$ cat src/rtl/uart_rx_ctrl.sv
`default_nettype none
// ============================================================================
// Module   : uart_rx_ctrl
// Purpose  : Receive-side controller sitting between the APB register file
//            and uart_rx. Shadows frame configuration and applies it only
//            while the receiver is idle, captures each completed frame into
//            a first-word-fall-through FIFO, drives rts_n flow control with
//            hysteresis from the FIFO fill level, and raises a registered
//            level interrupt.
// Ports    : clk, reset_n (async active-low)
//            cfg_wr, cfg_*            - shadow config load from registers
//            cfg_pending              - shadow written, not yet applied
//            rx_data_bit_num, rx_stop_bit_num, rx_parity_en, rx_parity_type
//                                     - applied config towards uart_rx
//            rx_data, rx_done, rx_parity_error - frame status from uart_rx
//            rts_n                    - flow control, low = send allowed
//            rd_en, rd_data, fifo_empty, fifo_count - FIFO read side
//            ovr_err, ovr_clr         - sticky overrun flag and its clear
//            irq                      - level interrupt
// Revision : 1.0 - initial release
// ============================================================================
module uart_rx_ctrl #(
  parameter int FIFO_DEPTH = 16,
  parameter int RTS_THRESH = 12,
  parameter int RTS_RESUME = 8,
  parameter int IRQ_LEVEL  = 1
) (
  input  logic                          clk,
  input  logic                          reset_n,
  input  logic                          cfg_wr,
  input  logic [1:0]                    cfg_data_bit_num,
  input  logic                          cfg_stop_bit_num,
  input  logic                          cfg_parity_en,
  input  logic                          cfg_parity_type,
  output logic                          cfg_pending,
  output logic [1:0]                    rx_data_bit_num,
  output logic                          rx_stop_bit_num,
  output logic                          rx_parity_en,
  output logic                          rx_parity_type,
  input  logic [7:0]                    rx_data,
  input  logic                          rx_done,
  input  logic                          rx_parity_error,
  output logic                          rts_n,
  input  logic                          rd_en,
  output logic [8:0]                    rd_data,
  output logic                          fifo_empty,
  output logic [$clog2(FIFO_DEPTH):0]   fifo_count,
  output logic                          ovr_err,
  input  logic                          ovr_clr,
  output logic                          irq
);

  localparam int AW = $clog2(FIFO_DEPTH);
  localparam int CW = AW + 1;
  localparam logic [CW-1:0] DEPTH_C  = CW'(FIFO_DEPTH);
  localparam logic [CW-1:0] THRESH_C = CW'(RTS_THRESH);
  localparam logic [CW-1:0] RESUME_C = CW'(RTS_RESUME);
  localparam logic [CW-1:0] IRQ_C    = CW'(IRQ_LEVEL);

  typedef enum logic [1:0] {
    IDLE  = 2'd0,
    BUSY  = 2'd1,
    APPLY = 2'd2
  } state_t;

  state_t state, state_nxt;
  logic   apply;

  // Receiver activity edges. rx_done resets high so that a receiver which
  // is idle out of reset never looks like a frame completing.
  logic rx_done_d;
  logic start;
  logic frame_end;

  assign start     = rx_done_d & ~rx_done;
  assign frame_end = ~rx_done_d & rx_done;

  always_ff @(posedge clk or negedge reset_n) begin
    if (!reset_n) rx_done_d <= 1'b1;
    else          rx_done_d <= rx_done;
  end

  // --------------------------------------------------------------------------
  // Config apply FSM
  // --------------------------------------------------------------------------
  always_ff @(posedge clk or negedge reset_n) begin
    if (!reset_n) state <= IDLE;
    else          state <= state_nxt;
  end

  always_comb begin
    state_nxt = state;
    apply     = 1'b0;
    case (state)
      IDLE: begin
        // A starting frame must see a stable config, so start beats apply.
        if (start)            state_nxt = BUSY;
        else if (cfg_pending) state_nxt = APPLY;
      end
      BUSY: begin
        if (frame_end) state_nxt = IDLE;
      end
      APPLY: begin
        apply     = 1'b1;
        state_nxt = start ? BUSY : IDLE;
      end
      default: state_nxt = IDLE;
    endcase
  end

  logic [1:0] sh_data_bit_num;
  logic       sh_stop_bit_num;
  logic       sh_parity_en;
  logic       sh_parity_type;

  always_ff @(posedge clk or negedge reset_n) begin
    if (!reset_n) begin
      sh_data_bit_num <= 2'b11;
      sh_stop_bit_num <= 1'b0;
      sh_parity_en    <= 1'b0;
      sh_parity_type  <= 1'b0;
      cfg_pending     <= 1'b0;
      rx_data_bit_num <= 2'b11;
      rx_stop_bit_num <= 1'b0;
      rx_parity_en    <= 1'b0;
      rx_parity_type  <= 1'b0;
    end else begin
      // A write landing in the apply cycle keeps pending set so the newer
      // shadow value gets its own apply pass.
      if (cfg_wr) begin
        sh_data_bit_num <= cfg_data_bit_num;
        sh_stop_bit_num <= cfg_stop_bit_num;
        sh_parity_en    <= cfg_parity_en;
        sh_parity_type  <= cfg_parity_type;
        cfg_pending     <= 1'b1;
      end else if (apply) begin
        cfg_pending     <= 1'b0;
      end
      if (apply) begin
        rx_data_bit_num <= sh_data_bit_num;
        rx_stop_bit_num <= sh_stop_bit_num;
        rx_parity_en    <= sh_parity_en;
        rx_parity_type  <= sh_parity_type;
      end
    end
  end

  // --------------------------------------------------------------------------
  // Receive FIFO
  // --------------------------------------------------------------------------
  logic [7:0]    data_mask;
  logic [8:0]    mem [FIFO_DEPTH];
  logic [AW-1:0] wr_ptr;
  logic [AW-1:0] rd_ptr;
  logic          full;
  logic          pop;
  logic          push;
  logic          overrun;

  always_comb begin
    data_mask = 8'hFF;
    case (rx_data_bit_num)
      2'b00:   data_mask = 8'h1F;
      2'b01:   data_mask = 8'h3F;
      2'b10:   data_mask = 8'h7F;
      default: data_mask = 8'hFF;
    endcase
  end

  assign fifo_empty = (fifo_count == '0);
  assign full       = (fifo_count == DEPTH_C);
  assign pop        = rd_en & ~fifo_empty;
  // When full, a simultaneous pop frees the head slot, which is exactly
  // where wr_ptr points, so the push can proceed.
  assign push       = frame_end & (~full | pop);
  assign overrun    = frame_end & full & ~pop;
  assign rd_data    = fifo_empty ? 9'h000 : mem[rd_ptr];

  always_ff @(posedge clk) begin
    if (push) mem[wr_ptr] <= {rx_parity_error, rx_data & data_mask};
  end

  always_ff @(posedge clk or negedge reset_n) begin
    if (!reset_n) begin
      wr_ptr     <= '0;
      rd_ptr     <= '0;
      fifo_count <= '0;
    end else begin
      if (push) wr_ptr <= wr_ptr + AW'(1);
      if (pop)  rd_ptr <= rd_ptr + AW'(1);
      case ({push, pop})
        2'b10:   fifo_count <= fifo_count + CW'(1);
        2'b01:   fifo_count <= fifo_count - CW'(1);
        default: fifo_count <= fifo_count;
      endcase
    end
  end

  // --------------------------------------------------------------------------
  // Status: overrun, flow control, interrupt
  // --------------------------------------------------------------------------
  always_ff @(posedge clk or negedge reset_n) begin
    if (!reset_n) begin
      ovr_err <= 1'b0;
      rts_n   <= 1'b0;
      irq     <= 1'b0;
    end else begin
      if (overrun)      ovr_err <= 1'b1;
      else if (ovr_clr) ovr_err <= 1'b0;

      // Between the two levels rts_n holds its previous value.
      if (fifo_count >= THRESH_C)      rts_n <= 1'b1;
      else if (fifo_count <= RESUME_C) rts_n <= 1'b0;

      irq <= (fifo_count >= IRQ_C) | ovr_err;
    end
  end

endmodule
`default_nettype wire

$ cat config.mk
export PLATFORM = sky130hd
export DESIGN_NAME = uart_rx_ctrl
export DESIGN_NICKNAME = d
export VERILOG_FILES = /design/src/rtl/uart_rx_ctrl.sv
export SDC_FILE = /design/constraint.sdc
export NUM_CORES = 1
export LEC_CHECK = 0
export ABC_AREA = 1
export BUFFER_PORTS_ARGS = -buffer_cell sky130_fd_sc_hd__buf_2
export CAP_MARGIN = 0
export CORE_ASPECT_RATIO = 0.7
export CORE_MARGIN = 1.5
export CORE_UTILIZATION = 40
export CTS_BUF_LIST = sky130_fd_sc_hd__clkbuf_16
export DETAILED_ROUTE_END_ITERATION = 7
export GPL_TIMING_DRIVEN = 0
export PLACE_DENSITY = 0.62
export SETUP_SLACK_MARGIN = 0.15
export SLEW_MARGIN = 20
export SYNTH_ARGS = -nofsm -noshare
export SYNTH_HDL_FRONTEND = slang
export SYNTH_SLANG_ARGS = --single-unit
$ cat constraint.sdc
create_clock -name clk -period 1.8 [get_ports clk]
set_input_delay 0 -clock clk [delete_from_list [all_inputs] [get_ports clk]]
set_output_delay 0 -clock clk [all_outputs]
set_load 0.01 [all_outputs]
## Yosys cells after proc, flatten, opt, wreduce, memory -nomap -nowiden

Memory sizes are Yosys's and may differ from the RTL's.
Index checks and enable logic that the tools add are counted.

| cells by class | value |
|---|---|
| bitwise gates (word level) | 14 |
| eq/ne operators | 9 |
| add/sub/neg operators | 4 |
| magnitude comparators | 3 |
| reduce and logical (&&, ||, !) cells | 8 |
| mux-type cells | 17 |

Operator list:

| cell | number |
|---|---|
| 8-bit case mux with 3 select lines | 1 |
| 1-bit 2-to-1 mux | 10 |
| 5-bit case mux with 2 select lines | 1 |
| 9-bit 2-to-1 mux | 1 |
| 4-bit by 1-bit adder with 4-bit output, second input constant | 2 |
| 8-bit AND | 1 |
| 2-bit nonzero test | 4 |
| 1-bit AND | 6 |
| 2-bit by 1-bit == test with 1-bit output, second input constant | 3 |
| 2-bit == test, second input constant | 3 |
| 2-bit 2-to-1 mux | 3 |
| 2-bit case mux with 3 select lines | 1 |
| 5-bit by 1-bit adder with 5-bit output, second input constant | 1 |
| 5-bit == test, second input constant | 1 |
| 5-bit by 1-bit greater-or-equal comparator with 1-bit output, second input constant | 1 |
| 5-bit by 4-bit greater-or-equal comparator with 1-bit output, second input constant | 1 |
| 5-bit by 4-bit less-or-equal comparator with 1-bit output, second input constant | 1 |
| 5-bit logical NOT | 1 |
| 1-bit inverter | 5 |
| 5-bit by 1-bit subtractor with 5-bit output, second input constant | 1 |
| 2-bit logical NOT | 2 |
| 3-bit inequality test, second input constant | 1 |
| 2-bit inequality test, second input constant | 1 |
| 1-bit OR | 2 |
| 2-bit AND reduction | 1 |

| storage, ports and cells | value |
|---|---|
| word-level logic and storage cells | 73 |
| flip-flop bits (word level) | 30 |
| output and inout port bits | 24 |
| memories | 1 |
| input bits | 20 |
| RAM bits | 144 |

Memories:

| memory | depth | bits a word | read ports | clocked after memory_dff | wr ports | RTL line | text |
|---|---|---|---|---|---|---|---|
| mem | 16 | 9 | 1 | 0 | 1 | 152 | `logic [8:0] mem [FIFO_DEPTH];` |

## Logic depth before layout (Yosys ltp)

Gate-level depths: netlist of the first run.

| logic depth | value |
|---|---|
| depth in word-level cells | 7 |
| mapped depth | 13 |
| depth with buffers taken out | 13 |

## Least setup slack after synthesis of the first run

Ideal clock, no wire load.

| path | value |
|---|---|
| kind | reg2reg |
| from | register fifo_count[0] |
| to | memory mem[12][0] (enable) |
| setup time | 374 ps |
| clock period less this slack | 1,982 ps |
| path buffers | 0 |
| data arrival time | 1,608 ps |
| path slack | -182 ps |
| stages on the path, launching flop included | 10 |
| data required time | 1,426 ps |
| path through | dfrtp_1 > inv_1 > ha_1 > inv_1 > nor2_2 > nand3_2 > nand2_2 > inv_2 > nand2_1 > nor2_1 |

| on the way | value |
|---|---|
| longest elaborated chain between the ends | 7 |
| elaborated cells on any way between the ends | 9 |
| classes of those cells | eq/ne: 1; mux: 2; bitwise: 5; reduce/logical: 1 |

Ends and longest elaborated chain:

| item | RTL line | text |
|---|---|---|
| start: declaration | 47 | `output logic [$clog2(FIFO_DEPTH):0] fifo_count,` |
| start signal: assignment | 192 | `2'b10: fifo_count <= fifo_count + CW'(1);` |
| start signal: assignment | 193 | `2'b01: fifo_count <= fifo_count - CW'(1);` |
| start signal: assignment | 194 | `default: fifo_count <= fifo_count;` |
| 5-bit logical NOT | 170 | `assign fifo_empty = (fifo_count == '0);` |
| 1-bit inverter | 172 | `assign pop = rd_en & ~fifo_empty;` |
| 1-bit AND | 172 |  |
| 1-bit OR (*) | 175 | `assign push = frame_end & (~full \| pop);` |
| 1-bit AND (*) | 175 |  |
| 1-bit 2-to-1 mux (*) | 180 | `if (push) mem[wr_ptr] <= {rx_parity_error, rx_data & data_mask};` |
| 1-bit 2-to-1 mux (not written as such) (*) | 180 |  |
| end: declaration | 152 |  |

Mark *: on every way between the ends. The rest lies on a longest branch, timed or not.

## Worst setup path in the final report of the first run

| path | value |
|---|---|
| from | register rd_ptr[2] |
| to | output port rd_data[2] |

| on the way | value |
|---|---|
| longest elaborated chain between the ends | 2 |

Ends and longest elaborated chain:

| item | RTL line | text |
|---|---|---|
| start: declaration | 154 | `logic [AW-1:0] rd_ptr;` |
| start signal: assignment | 190 | `if (pop) rd_ptr <= rd_ptr + AW'(1);` |
| memory 16 x 9 bit | n/a |  |
| 9-bit 2-to-1 mux | 177 | `assign rd_data = fifo_empty ? 9'h000 : mem[rd_ptr];` |
| end: declaration | 45 | `output logic [8:0] rd_data,` |

No other way between the ends.

==> run metrics, run 1 <==
most common cell after layout, fill and taps aside nand2_1; maximum VDD drop roughly 880 µV; Rel. slew slack 0.540; Distinct cells, synth 30; CTS Buf Count 17; post-placement cell area roughly 0.0080 mm²; clk buf depth 2; total power per unit cell area 1600 mW/mm²; Die Ht 116 µm; Int Pwr 0.00953 W; most frequent cells in the layout nand2_1, edfxtp_1, nand3_1; area grow syn2layout 32.1%; Comb pwr share 0.425; RR Endpoint fifo_count[2]; wire per inst around 19 µm; dpl hpwl ~12000 µm; clock network fraction of total power 0.241; Net Count, Synth 675; vias between 5000 and 6000; Tcrit/Tclk final 1.12; Hold Crit Class primary input to flip-flop; gr ovfl total 0; initial core utilization 0.406; worst-margin pin slew ~0.69 ns; PortBufs 43; depth of the worst register-to-register path 13; CP endpoint kind output port; Worst Hold End mem[1][2]; DRT Pass-1 Iters 5; Final Slew Violations 0; # DRC 0; clock latency on the worst-skew pair 0.43 ns; worst setup margin -0.213 ns; Hold Path Depth 1; DRT iter0 DRCs 626; FF-to-FF setup slack -0.01 ns; Max Freq slightly below 0.5 GHz; n_diodes 0; clock skew around 0.012 ns; RSZ-0062 raised after global routing yes; H-tree levels 4; fraction of layout cells with a size suffix above 1 0.288; Fillers 1514; Tmin final 2.01 ns; Nets 790; die area roughly 0.019 mm²; P_sw just under 0.006 W; Global Route met3 Usage 0.0512; Warnings, synthesis 0; gpl congestion between 0.8 and 0.9; Worst Path Required about 1.8 ns; CP max FO 10; Setup CP Type flip-flop to output port; grt met1 use 0.292; hold path start rx_data[2]; Sequential Power Share 0.333; vias in the first global route approximately 5200; CTS tree yes; status finished with violations; Worst-path clk slew 0.07 ns; CP Launch Type flip-flop; sequential area share after synthesis 0.697; routed vias/inst 5.22; failing checks setup timing; area used by multi-input combinational logic approximately 0.0023 mm²; global-route wire length before repair 28800 µm; Synth Instances between 600 and 700; max cap viols 0; clk sinks between 150 and 200; largest net degree at the start of global routing 31; Final Hold Fails 0; hold_ws 0.0209 ns; GR peak layer met2; LEAKAGE roughly 3.7 nW; Final Cell Area approximately 0.0096 mm²; synthesized flop and latch total 174; Antenna Nets Post-Route 0; Avg Cell Area, Syn between 10 and 15 µm²; met2 usage 0.329; register area a little over 0.005 mm²; core area 0.0180 mm²; final setup violation count 12; initial antenna violation count 0; GRT Util Overall 0.211; crit path DAT ~2 ns; CTS Root Cell clkbuf_16; # IOs 44; worst r2r src fifo_count[1]; switching share of power 0.383; mapped cell area about 0.0073 mm²; die width ~160 µm; final WL about 19000 µm; row cnt 41
## flip-flops by register name, summed over array words and instances (netlist names), 2 cells and up
| name | flops |
|---|---|
| rd_ptr | 4 |
| mem | 144 |
| fifo_count | 5 |
| rx_data_bit_num | 2 |
| sh_data_bit_num | 2 |
| state | 2 |
| wr_ptr | 4 |
## worst max-delay path by stage
| stage | cells after the start | to | slack, ns | startpoint |
|---|---|---|---|---|
| CTS | 9 | rd_data[3] | -0.17 | rd_ptr[0] |
| floorplan | 12 | fifo_count[2] | 0.08 | fifo_count[1] |
| finish | 7 | rd_data[2] | -0.21 | rd_ptr[2] |
| global route | 9 | rd_data[2] | -0.30 | rd_ptr[0] |
| detailed placement | 12 | fifo_count[2] | -0.1 | fifo_count[1] |
| global placement | 12 | fifo_count[2] | -0.08 | fifo_count[1] |
## kinds of logic after synthesis
logic type	after synthesis	share of synthesized area
AO/OA/AOI/OAI	33	0.0245
XOR/XNOR	11	0.0132
adder cells (fa/ha/maj)	10	0.0172
buffers and inverters	62	0.0434
flip-flops	174	0.697
AND/OR/NAND/NOR	355	0.205
## area by class of cell
class                   instances  area share
well taps                     236      0.0307
clock inverters                14      0.0174
plain buffers                  28      0.0327
clock buffers                  17      0.0442
flip-flops and latches        174       0.528
multi-input cells             410       0.238
repair buffers                 95      0.0914
inverters                      34      0.0174
## power groups by stage
stage	clock, W	sequential [W]	combinational [W]
finish	0.00373	0.00514	0.00657
global route	0.00395	0.00519	0.00710
CTS	0.00376	0.00513	0.00594
detailed placement	0	0.00524	0.00517
global placement	0	0.00521	0.00510
floorplan	0	0.00524	0.00339
## per-stage QoR
stage          std cells  utilization  TNS [ns]  setup slack (ns)  total power, W
3_3_place_gp         924        0.445     -1.31           -0.0847          0.0103
6_report            1008        0.537     -1.69            -0.213          0.0154
5_1_grt             1008        0.537     -6.37            -0.296          0.0162
4_1_cts             1005        0.522     -1.31            -0.175          0.0148
2_1_floorplan        645            -         0            0.0821         0.00862
3_5_place_dp         924        0.445     -4.47           -0.0977          0.0104
## layer usage
metal,routed length [µm],up-vias
met5,0,-
met4,322,0
met3,1530,27
met2,8870,208
met1,8270,2576
li1,-,2451
## cells in the mapped netlist
cell,count,share of area
nand2_1,213,0.11
edfxtp_1,144,0.59
nand3_1,113,0.078
dfrtp_1,25,0.086
inv_1,25,0.013
nor2_1,22,0.011
buf_2,16,0.011
o21ai_0,16,0.011
a21oi_1,10,0.0069
ha_1,10,0.017
xor2_1,9,0.011
buf_6,7,0.011
inv_2,6,0.0031
dfstp_2,5,0.018
buf_4,3,0.0031
clkinv_1,3,0.0015
clkbuf_1,2,0.0010
nor2_2,2,0.0017
o21ai_1,2,0.0014
xnor2_1,2,0.0024
a2111oi_0,1,0.0012
and3_1,1,0.00086
nand2_2,1,0.00086
nand3_2,1,0.0014
nand4_1,1,0.00086
nor3_1,1,0.00069
o21a_1,1,0.0010
o21bai_1,1,0.0010
o221ai_1,1,0.0012
o22ai_1,1,0.00086
## worst max-delay path: stages, from the launching register on
cell and delay (ns):
dfrtp_1 0.34, clkinv_1 0.36, clkbuf_4 0.37, nand3_1 0.15, nand2_2 0.09, nand2_1 0.07, a21oi_1 0.07, buf_2 0.14
## timing repair
action | 4_1_cts | 5_1_grt
endpoints found under the setup margin | 159 | 159
resized for setup | 61 | 52
hold buffers | 13 | 0
buffers inserted | 36 | 2
cloned | 1 | 1
pin swaps | 19 | 13
hold endpoints to repair | 62 | 0
Note: power is estimated with default switching activity, not from simulation.
==> run 2, diff against run 1 <==
- RECOVER_POWER: default -> 25
- REMOVE_ABC_BUFFERS: default -> 1
==> run 2 against run 1 <==
Effect of this change:
- setup slack lost 0.10 ns
- highest routed layer unchanged
- critical path depth grew 3
- die area is the same
- wire length grew 12%
- non-clock buffer count grew 18
- largest cell class unchanged
- clock-buffer cell count is the same
- fmax shrank 4.9%
- the flow still finishes with violations (setup timing)
==> run metrics, run 2 (same netlist as run 1, synthesis figures left out) <==
maximum VDD drop 693 µV (was 881 µV); vias in the first global route 5521 (was 5155); PortBufs 43 (unchanged); dpl hpwl 9400 µm (was 12100 µm); initial antenna violation count 0 (unchanged); area grow syn2layout 38.0% (was 32.1%); clock skew 0.00693 ns (was 0.0118 ns); CP endpoint kind output port (unchanged); # IOs 44 (unchanged); Max Freq 0.473 GHz (was 0.497 GHz); CP cell instances buf_4 > buf_16 > buf_4 > nand2_1 > nand3_1 > nand3_1 > nand2_2 > nand2_1 > a21oi_2 > buf_4 (was clkinv_1 > clkbuf_4 > nand3_1 > nand2_2 > nand2_1 > a21oi_1 > buf_2); failing checks setup timing (unchanged); Antenna Nets Post-Route 0 (unchanged); most common cell after layout, fill and taps aside nand2_1 (unchanged); clk sinks 174 (unchanged); n_diodes 0 (unchanged); worst-margin pin slew 0.783 ns (was 0.690 ns); Worst-path clk slew 0.06 ns (was 0.07 ns); wire per inst 20.7 µm (was 18.8 µm); core area 0.0180 mm² (unchanged); clock latency on the worst-skew pair 0.43 ns (about the same); global-route wire length before repair 31500 µm (was 28800 µm); number of flip-flops in the largest register 144 (unchanged); fraction of layout cells with a size suffix above 1 0.283 (was 0.288); final WL 21300 µm (was 19000 µm); Die Ht 116 µm (unchanged); Nets 811 (was 790); Final Hold Fails 0 (unchanged); H-tree levels 4 (unchanged); vias 5559 (was 5262); hold_ws 0.0924 ns (was 0.0209 ns); max cap viols 0 (unchanged); LEAKAGE 3.91 nW (was 3.74 nW); crit path DAT 2.12 ns (was 2.01 ns); hold path start cfg_wr (was rx_data[2]); worst r2r src fifo_count[0] (was fifo_count[1]); CP Launch Type flip-flop (unchanged); Tcrit/Tclk final 1.18 (was 1.12); final setup violation count 157 (was 12); clk buf depth 2 (unchanged); CTS tree yes (unchanged); routed vias/inst 5.40 (was 5.22); largest net degree at the start of global routing 38 (was 31); CTS Root Cell clkbuf_16 (unchanged); gr ovfl total 0 (unchanged); Final Slew Violations 0 (unchanged); gpl congestion 0.830 (was 0.832); total power per unit cell area 1540 mW/mm² (was 1600 mW/mm²); CP top delay family buffers and inverters (unchanged); Worst Setup SP rd_ptr[0] (was rd_ptr[2]); dpl cells 898 (was 924); die width 164 µm (unchanged); most flop-heavy register mem (unchanged); Tmin final 2.12 ns (was 2.01 ns); GRT Util Overall 0.229 (was 0.211); most frequent cells in the layout nand2_1, edfxtp_1, nand3_1 (unchanged); status finished with violations (unchanged); CTS Buf Count 17 (unchanged); worst setup margin -0.316 ns (was -0.213 ns); # DRC 0 (unchanged); Layout Cells excl Fill 1030 (was 1008); CP max-delay cell dfrtp_4 (was clkbuf_4); Worst path most repeated cell buf_4; DRT iter0 DRCs 583 (was 626); die area 0.0191 mm² (unchanged); Regs by FF count mem x144, fifo_count x5 (unchanged); DRT Pass-1 Iters 5 (unchanged); Worst path max stage delay 0.56 ns (was 0.37 ns); Rel. slew slack 0.478 (was 0.540); Worst Path Buf+Inv 4 (was 3); CP max FO 6 (was 10); RSZ-0062 raised after global routing yes (unchanged); row cnt 41 (unchanged); Hold Crit Class primary input to flip-flop (unchanged); Setup CP Type flip-flop to output port (unchanged); initial core utilization 0.406 (unchanged); Worst Path Required 1.80 ns (about the same)
-- run 2: layout make-up --
| type | instances | area, µm² |
|---|---|---|
| Timing Repair inverter | 4 | 106 |
| Tap cell | 236 | 295 |
| Fill cell | 1376 | 7890 |
| Multi-Input combinational cell | 409 | 2250 |
| Inverter | 34 | 176 |
| Clock buffer | 17 | 425 |
| Timing Repair Buffer | 141 | 1610 |
| Clock inverter | 15 | 105 |
| Sequential cell | 174 | 5090 |
-- run 2: through the flow --
step | utilization | TNS, ns | setup WS, ns | power (W) | area (µm²)
finish | 0.561 | -20.09 | -0.316 | 0.0155 | 10100
global route | 0.561 | -29.39 | -0.390 | 0.0163 | 10100
CTS | 0.544 | -6.61 | -0.245 | 0.0147 | 9760
detailed placement | 0.428 | -118.29 | -0.885 | 0.00976 | 7680
global placement | 0.424 | -126.30 | -2.59 | 0.00946 | 7610
floorplan | - | -35.57 | -0.879 | 0.00804 | 7100
-- run 2: layer usage --
metal / track usage / vias up / share of wire
met1: 0.296 / 2762 / 0.40
li1: - / 2489 / -
met4: 0.0937 / 0 / 0.035
met3: 0.0490 / 53 / 0.080
met5: 0 / - / 0
met2: 0.380 / 255 / 0.48
-- run 2: timing repair --
item                       4_1_cts  5_1_grt
setup endpoints to repair      162      166
hold endpoints to repair       133        0
pin swaps                       22       29
cloned                          13        2
hold buffers                    26        0
buffers inserted                50       10
resized for setup              111       64
-- run 2: worst reg2reg max path: stages (launching register included) --
cell	delay (ns)
dfrtp_2	0.39
inv_4	0.05
ha_4	0.15
inv_2	0.06
nor2_4	0.04
nand3_2	0.10
nand2_4	0.09
inv_8	0.08
buf_8	0.10
buf_12	0.10
nand2_8	0.06
buf_12	0.14
nor2_4	0.17
clkbuf_16	0.18
-- run 2: where the power goes --
part | switching (W) | leakage, nW | internal, W
clock network | 0.00148 | 0.267 | 0.00187
registers | 0.000424 | 1.65 | 0.00490
logic | 0.00423 | 2.00 | 0.00264
-- run 2: final timing paths --
path / endpoint / slack [ns] / cells after the start
hold / removal: sh_parity_en / 0.09 / 3
setup reg to reg: mem[5][2] / -0.20 / 13
max in group asynchronous: rd_ptr[2] / 1.13 / 2
setup / recovery: rd_data[5] / -0.32 / 10
hold reg to reg: state[1] / 0.49 / 1
min in group asynchronous: sh_parity_type / 0.16 / 2
==> run 3, diff against run 2 <==
- PLACE_DENSITY: 0.62 -> 0.6
- clock period: 1.8 -> 2.57 ns (I/O delays scaled with it)
==> run 3 against run 2 <==
Effect of this change:
- the run ends with capacitance limit, slew limit left
- cell area fell by 15%
- first-iteration DRC count fell by 43%
- final cell count fell by 7.0%
- critical path depth fell by 1
- critical endpoint is now mem[5][6]
- largest power group is now registers
==> run metrics, run 3 (same netlist as run 1, synthesis figures left out) <==
dpl ws -0.0522 ns (was -0.885 ns); PortBufs 43 (unchanged); depth of the worst register-to-register path 9 (was 13); clock skew 0.00497 ns (was 0.00693 ns); # IOs 44 (unchanged); maximum VDD drop 654 µV (was 693 µV); DRT iter0 DRCs 332 (was 583); RSZ-0062 raised after global routing yes (unchanged); core area 0.0180 mm² (unchanged); clock latency on the worst-skew pair 0.43 ns (about the same); Regs by FF count mem x144, fifo_count x5 (unchanged); CP max-delay cell nor2_2 (was dfrtp_4); DRT Pass-1 Iters 5 (unchanged); Worst path max stage delay 0.53 ns (was 0.56 ns); Setup CP Type flip-flop to flip-flop (was flip-flop to output port); most flop-heavy register mem (unchanged); gr ovfl total 0 (unchanged); Antenna Nets Post-Route 0 (unchanged); Rel. slew slack -0.0684 (was 0.478); Layout Cells excl Fill 958 (was 1030); Fillers 1604 (was 1376); Max Freq 0.421 GHz; clk buf depth 2 (unchanged); Final Hold Fails 0 (unchanged); n_diodes 0 (unchanged); CP Launch Type flip-flop (unchanged); row cnt 41 (unchanged); Hold Crit Class primary input to flip-flop (unchanged); Worst Hold End mem[6][6] (was sh_parity_en); status finished with violations (unchanged); CP cell instances inv_1 > ha_1 > inv_1 > nor2_2 > nand3_2 > nand2_2 > inv_2 > nand2_1 > nor2_2 (was buf_4 > buf_16 > buf_4 > nand2_1 > nand3_1 > nand3_1 > nand2_2 > nand2_1 > a21oi_2 > buf_4); total power per unit cell area 1090 mW/mm² (was 1540 mW/mm²); CTS Root Cell clkbuf_16 (unchanged); Tmin final about 2.4 ns; Worst Setup SP fifo_count[0] (was rd_ptr[0]); final setup violation count 0 (was 157); crit path DAT 2.44 ns (was 2.12 ns); initial core utilization 0.406 (unchanged); dpl hpwl 9620 µm (was 9400 µm); vias in the first global route 4720 (was 5521); Fin Setup TNS 0 ns (was -20.09 ns); most common cell after layout, fill and taps aside nand2_1 (unchanged); number of flip-flops in the largest register 144 (unchanged); Worst-path clk slew 0.07 ns (was 0.06 ns); hold path start rx_data[6] (was cfg_wr); initial antenna violation count 0 (unchanged); Nets 739 (was 811); CP endpoint kind flip-flop (was output port); routed vias/inst 5.10 (was 5.40); clk sinks 174 (unchanged); gpl congestion 0.855 (was 0.830); # DRC 0 (unchanged); LEAKAGE 3.29 nW (was 3.91 nW); Die Ht 116 µm (unchanged); Final Cell Area 0.00857 mm² (was 0.0101 mm²); FF-to-FF setup slack 0.20 ns (was -0.20 ns); largest net degree at the start of global routing 74 (was 38); CTS tree yes (unchanged); die width 164 µm (unchanged); worst-margin pin slew 1.60 ns (was 0.783 ns); post-placement cell area 0.00766 mm² (was 0.00768 mm²); Worst Path Required 2.63 ns (was 1.80 ns); area grow syn2layout 17.6% (was 38.0%); CP max FO 9 (was 6); Hold Path Depth 3 (unchanged); worst r2r src fifo_count[0] (unchanged); most frequent cells in the layout nand2_1, edfxtp_1, nand3_1 (unchanged); worst setup margin 0.195 ns (was -0.316 ns); CTS Buf Count 17 (unchanged); max cap viols 1 (was 0); final WL 16600 µm (was 21300 µm); Final Slew Violations 31 (was 0); vias 4885 (was 5559); wire per inst 17.4 µm (was 20.7 µm); dpl cells 898 (unchanged); fraction of layout cells with a size suffix above 1 0.144 (was 0.283); H-tree levels 4 (unchanged); Tcrit/Tclk final 0.924; RR Endpoint mem[5][6] (was mem[5][2]); GRT Util Overall 0.186 (was 0.229); Core Util, Final 0.477 (was 0.561); failing checks capacitance limit, slew limit (was setup timing); global-route wire length before repair 25600 µm (was 31500 µm); die area 0.0191 mm² (unchanged)
## run 3: cell type report
type                            instances  area [µm²]  share of cell area
Sequential cell                       174        5090               0.593
Timing Repair Buffer                   73         528              0.0616
Multi-Input combinational cell        409        1950               0.228
Clock inverter                         15         135              0.0158
Clock buffer                           17         425              0.0496
Inverter                               34         148              0.0172
Tap cell                              236         295              0.0344
## run 3: worst max-delay path by stage
stage                 endpoint  depth (start not counted)
floorplan           rd_data[0]                          7
global placement    rd_data[2]                          8
detailed placement  mem[10][8]                          9
CTS                  mem[8][6]                          9
global route         mem[5][1]                          9
finish               mem[5][6]                          9
## run 3: where the power goes
group | switching (W) | leakage (nW) | internal (W) | total [W]
clock network | 0.00110 | 0.276 | 0.00135 | 0.00245
registers | 0.000374 | 1.65 | 0.00342 | 0.00379
logic | 0.00211 | 1.37 | 0.00102 | 0.00313
## run 3: metrics by stage
step                total power (W)  hold slack (ns)
floorplan                   0.00563           -0.296
global placement            0.00672           0.0665
detailed placement          0.00681           0.0732
CTS                         0.00932            0.156
global route                0.00993            0.232
finish                      0.00937            0.197
## run 3: what timing repair did
action / 4_1_cts / 5_1_grt
endpoints found under the hold margin: 134 / 0
hold buffers: 27 / 0
pin swaps: 0 / 0
gates resized for setup: 13 / 13
endpoints found under the setup margin: 135 / 111
setup buffers: 0 / 1
## run 3: routing by layer
metal / share of wire / track usage / vias to the layer above
li1: - / - / 2337
met1: 0.46 / 0.263 / 2374
met2: 0.46 / 0.288 / 147
met3: 0.059 / 0.0311 / 27
met4: 0.020 / 0.0751 / 0
met5: 0 / 0 / -
## run 3: critical path: cells and delay by family, from the launching register on
| family | cells | cell delay (ns) |
|---|---|---|
| AND/OR/NAND/NOR | 5 | 0.99 |
| flip-flops | 1 | 0.50 |
| buffers and inverters | 3 | 0.30 |
| adder cells (fa/ha/maj) | 1 | 0.21 |
